File: src/rtl/dot_product_accumulator.sv
// Dot-product accumulator behind a fixed-latency multiplier: sums product beats per vector
// and queues completed results in a 2-entry ready/valid FIFO with credit-based issue throttling.
module dot_product_accumulator #(
    parameter int unsigned MUL_LATENCY = 6,
    parameter int unsigned ACC_W       = 24,
    parameter int unsigned CNT_W       = 8
) (
    input  logic             clk,
    input  logic             rst_n,
    input  logic             in_valid,
    input  logic             in_last,
    output logic             in_ready,
    input  logic [15:0]      product,
    output logic             out_valid,
    input  logic             out_ready,
    output logic [ACC_W-1:0] out_sum,
    output logic [CNT_W-1:0] out_count,
    output logic             out_ovf
);

    localparam int unsigned LW = $clog2(MUL_LATENCY + 1) + 1;
    localparam int unsigned SW = ACC_W + 1;

    typedef struct packed {
        logic [ACC_W-1:0] sum;
        logic [CNT_W-1:0] cnt;
        logic             ovf;
    } result_t;

    logic [MUL_LATENCY-1:0] r_dv;
    logic [MUL_LATENCY-1:0] r_dl;
    logic [ACC_W-1:0]       r_acc;
    logic [CNT_W-1:0]       r_cnt;
    logic                   r_ovf;
    logic                   r_first;
    result_t                r_mem [2];
    logic                   r_wptr;
    logic                   r_rptr;
    logic [1:0]             r_count;

    logic                   w_accept;
    logic                   w_d_valid;
    logic                   w_d_last;
    logic [LW-1:0]          w_lasts;
    logic [ACC_W-1:0]       w_base;
    logic [SW-1:0]          w_sum_full;
    logic [CNT_W-1:0]       w_cnt_next;
    logic                   w_new_ovf;
    logic                   w_push;
    logic                   w_pop;
    result_t                w_push_data;
    result_t                w_head;

    // Credit counts results already queued plus lasts still travelling the delay line.
    assign w_lasts     = LW'($countones(r_dl));
    assign in_ready    = (LW'(r_count) + w_lasts) < LW'(2);
    assign w_accept    = in_valid & in_ready;

    assign w_d_valid   = r_dv[MUL_LATENCY-1];
    assign w_d_last    = r_dl[MUL_LATENCY-1];
    assign w_base      = r_first ? '0 : r_acc;
    assign w_sum_full  = {1'b0, w_base} + SW'(product);
    assign w_cnt_next  = r_cnt + 1'b1;
    assign w_new_ovf   = w_sum_full[ACC_W] | (&r_cnt);
    assign w_push      = w_d_valid & w_d_last;
    assign w_pop       = out_valid & out_ready;
    assign w_push_data = {w_sum_full[ACC_W-1:0], w_cnt_next, r_ovf | w_new_ovf};

    assign w_head      = r_mem[r_rptr];
    assign out_valid   = (r_count != 2'd0);
    assign out_sum     = w_head.sum;
    assign out_count   = w_head.cnt;
    assign out_ovf     = w_head.ovf;

    always_ff @(posedge clk or negedge rst_n) begin
        if (!rst_n) begin
            r_dv <= '0;
            r_dl <= '0;
        end else begin
            r_dv <= MUL_LATENCY'({r_dv, w_accept});
            r_dl <= MUL_LATENCY'({r_dl, w_accept & in_last});
        end
    end

    always_ff @(posedge clk or negedge rst_n) begin
        if (!rst_n) begin
            r_acc   <= '0;
            r_cnt   <= '0;
            r_ovf   <= 1'b0;
            r_first <= 1'b1;
        end else if (w_d_valid) begin
            if (w_d_last) begin
                r_acc   <= '0;
                r_cnt   <= '0;
                r_ovf   <= 1'b0;
                r_first <= 1'b1;
            end else begin
                r_acc   <= w_sum_full[ACC_W-1:0];
                r_cnt   <= w_cnt_next;
                r_ovf   <= r_ovf | w_new_ovf;
                r_first <= 1'b0;
            end
        end
    end

    always_ff @(posedge clk or negedge rst_n) begin
        if (!rst_n) begin
            r_mem[0] <= '0;
            r_mem[1] <= '0;
            r_wptr   <= 1'b0;
            r_rptr   <= 1'b0;
            r_count  <= '0;
        end else begin
            if (w_push) begin
                r_mem[r_wptr] <= w_push_data;
                r_wptr        <= ~r_wptr;
            end
            if (w_pop) begin
                r_rptr <= ~r_rptr;
            end
            case ({w_push, w_pop})
                2'b10:   r_count <= r_count + 2'd1;
                2'b01:   r_count <= r_count - 2'd1;
                default: r_count <= r_count;
            endcase
        end
    end

    a_no_push_when_full: assert property (@(posedge clk) disable iff (!rst_n)
        !(w_push && (r_count == 2'd2)));

endmodule

File: config.mk
export PLATFORM = sky130hd
export DESIGN_NAME = dot_product_accumulator
export DESIGN_NICKNAME = d
export VERILOG_FILES = /design/src/rtl/dot_product_accumulator.sv
export SDC_FILE = /design/constraint.sdc
export NUM_CORES = 1
export LEC_CHECK = 0
export BUFFER_PORTS_ARGS = -buffer_cell sky130_fd_sc_hd__buf_4
export CORE_MARGIN = 3
export CORE_UTILIZATION = 25
export CTS_BUF_LIST = sky130_fd_sc_hd__clkbuf_8
export DETAILED_ROUTE_END_ITERATION = 8
export GPL_ROUTABILITY_DRIVEN = 0
export HOLD_SLACK_MARGIN = 0.15
export SETUP_SLACK_MARGIN = 0.1
export SLEW_MARGIN = 10
export SYNTH_ARGS = -nofsm -noshare
export SYNTH_HDL_FRONTEND = slang
export SYNTH_SLANG_ARGS = --single-unit
File: constraint.sdc
create_clock -name clk -period 4.1 [get_ports clk]
set_clock_uncertainty 0.1 [all_clocks]
set_input_delay 0.205 -clock clk [delete_from_list [all_inputs] [get_ports clk]]
set_output_delay 0.205 -clock clk [all_outputs]
set_load 0.02 [all_outputs]
==> results.py <==
metrics = {
    "timing": {
        "worst_pin_slew_ns": 1.11,
        "max-slew-margin-rel": 0.260,
        "fin_hold_ws_ns": 0.248,
        "finalMaxSlewViolations": 0,
        "hold_viol": 0,
        "tns_ns": 0,
        "setup_viol": 0,
        "min_period_ns": 3.69,
        "fin_crit_sh": 0.899,
        "fmax_mhz": 271,
        "rsz0062_at_grt": "false",
    },
    "worst_setup_path": {
        "r2r_cells": 11,
        "cp_top_family": "adder cells",
        "critical_path.most_common_cell": "fa_1",
        "worst-path-max-fanout": 3,
        "setup.worst_path.start_class": "flop",
        "r2r_start": "r_first",
        "worst_r2r_endpoint": "r_acc[13]",
        "critPathKind": "flop to output port",
        "crit_chain": "fa_1, inv_1, fa_1, inv_1, ha_1, a21oi_1, fa_1, nor2_1, o211ai_1, a21boi_0, buf_4",
        "slowest_stage": "fa_1",
        "cp_data_required_time_ns": 3.80,
        "r2r_slack_ns": 0.63,
        "cp.arrival_ns": 3.38,
        "path_buf_inv": 3,
        "max_stage_delay_ns": 0.53,
        "cp-end-kind": "output port",
        "crit_path_end": "in_ready",
        "startpoint": "r_dl[0]",
        "crit_cells": 11,
    },
    "synthesis": {
        "synth_cell_type_count": 55,
        "synth_cells": 602,
        "netlist_top_cells_count": "dfrtp_1, nand2_1, o21ai_0",
        "synth.most_common_cell": "dfrtp_1",
        "seq_area_frac_synth": 0.488,
        "synth-edff-count": 0,
        "yosysTopAreaCell": "dfrtp_1",
        "synth_async_sr_flop_share": 1.00,
        "synth_xor_area_frac": 0.0456,
        "synth-seq-cells": 116,
        "synth_top_area_frac": 0.483,
        "synth-compound-area-share": 0.146,
        "synth_area_um2": 5950,
        "synth_top_family_by_area": "compound AO/OA/AOI/OAI gates",
        "synthesis.nets": 648,
        "ys.flop_type": "dfrtp_1",
        "synthMuxAreaShare": 0.0853,
        "yosys.area_share.simple": 0.119,
        "synth_area_leaders": "dfrtp_1, mux2_2, o21ai_0",
        "syn_area_per_cell_um2": 9.89,
        "synth-adder-area-share": 0.0576,
        "ys_warn_count": 0,
    },
    "global_route": {
        "grt_usage": 0.108,
        "grt_pass1_wl_mm": 22.3,
        "grt_max_degree": 64,
        "antenna_found_initial": 0,
        "grt-ovfl-total": 0,
        "grt_pass1_vias": 4233,
    },
    "drt": {
        "drt_iter0_drc": 181,
        "drc_errors": 0,
        "avgViaCountPerCell": 4.37,
        "vias": 4290,
        "wl_met1_mm": 6.73,
        "drtAntennaViolNets": 0,
        "wl_per_cell_um": 13.6,
        "wl_mm": 13.4,
        "met2_length_mm": 5.90,
        "highest_layer": "met4",
        "wl_met3_um": 437,
        "dr.pass1.iters": 5,
    },
    "clock_network": {
        "cts_resized": 0,
        "clk_latency_ns": 0.44,
        "clock-sinks": 116,
        "cts_htree_levels": 4,
        "cts_tree": "done",
        "clk_path_buf_depth": 2,
        "postCtsSetupBuffers": 0,
        "clkTransAtPathRegs_ns": 0.08,
        "ctsRootBufferMaster": "clkbuf_8",
        "cts_made_buffers": 17,
    },
    "layout": {
        "drive_above_1_share": 0.223,
        "fill_cells": 2410,
        "fin_nets": 702,
        "syn_to_final_growth_pct": 20.5,
        "diodes": 0,
        "layout.cells.non_filler": 981,
        "final_util": 0.312,
    },
    "place": {
        "io_buffers": 55,
        "dp_hpwl_mm": 9.39,
        "dp_cells": 945,
    },
    "min_path": {
        "hp-class": "input port to asynchronous set/reset pin",
    },
    "die": {
        "dieArea_um2": 25700,
        "io_pins": 56,
        "coreArea_um2": 23000,
        "die_x_um": 160,
        "placementRows": 55,
        "chipHeight_um": 160,
        "start_util": 0.259,
    },
    "status": {
        "status": "finished clean",
    },
    "run": {
        "max_cap_viol_count": 0,
    },
    "power_and_ir_drop": {
        "power_density_nw_per_um2": 907,
        "p_leak_nw": 3.38,
        "irDropWorstVdd_v": 0.000311,
        "p_total_mw": 6.51,
    },
}
## placed cells by master, fill, tap and decap left out, types with 5 or more instances in the layout
cell	count
nor3_1	5
o21ai_0	74
dlygate4sd3_1	5
xor2_1	11
dfrtp_1	115
clkbuf_8	21
nand3_1	9
ha_1	21
inv_1	46
nand2_1	93
mux2_2	42
nor2_1	27
o22ai_1	27
buf_4	61
xnor2_1	20
a21oi_1	19
bufinv_16	6
## cell type report
class / count / area (um2) / area share
clock buffer: 21 / 289 / 0.0403
clock inverter: 10 / 201 / 0.0281
inverter: 46 / 173 / 0.0241
multi-input combinational: 409 / 2710 / 0.377
sequential: 116 / 2900 / 0.405
tap: 313 / 392 / 0.0546
timing repair buffer: 66 / 508 / 0.0708
## cell families (layout without fill, tap and decap cells)
group                    after synthesis  in the layout
flip-flops                           116            116
buffers and inverters                 77            143
AO/OA/AOI/OAI                        147            147
AND/OR/NAND/NOR                      161            161
adder cells (fa/ha/maj)               25             25
XOR/XNOR                              31             31
multiplexers                          45             45
## through the flow
step	worst slack (ns)	area, um2
floorplan	0.799	5950
global placement	0.696	6630
detailed placement	0.607	6630
CTS	0.353	7170
global route	0.153	7170
finish	0.414	7170
## report_power, final
part / internal [mW] / switching, mW
logic: 1.40 / 1.90
clock network: 0.843 / 0.461
registers: 1.63 / 0.269
## worst min-delay path by stage
stage | endpoint | slack (ns) | from
after floorplan | r_acc[0] | -0.19 | rst_n
after global placement | r_mem[52] | 0.19 | rst_n
after detailed placement | r_mem[52] | 0.20 | rst_n
after CTS | r_mem[50] | 0.23 | product[8]
after global routing | r_dv[2] | 0.26 | r_dv[1]
final | r_mem[54] | 0.25 | rst_n
## metal layers
metal,vias up,GRT usage
met5,-,0
met2,74,0.158
li1,2166,-
met3,19,0.0261
met1,2031,0.153
met4,0,0.0442
## flip-flops by register name, summed over array words and instances (netlist names)
register / flops
r_wptr: 1
r_ovf: 1
r_cnt: 8
r_acc: 24
r_dv: 6
r_count: 2
r_first: 1
r_dl: 6
r_rptr: 1
r_mem: 66
## repair_timing
action,CTS,global route
hold buffers,5,0
endpoints found under the setup margin,0,0
endpoints found under the hold margin,57,0
Power figures use the tool's default switching activity.
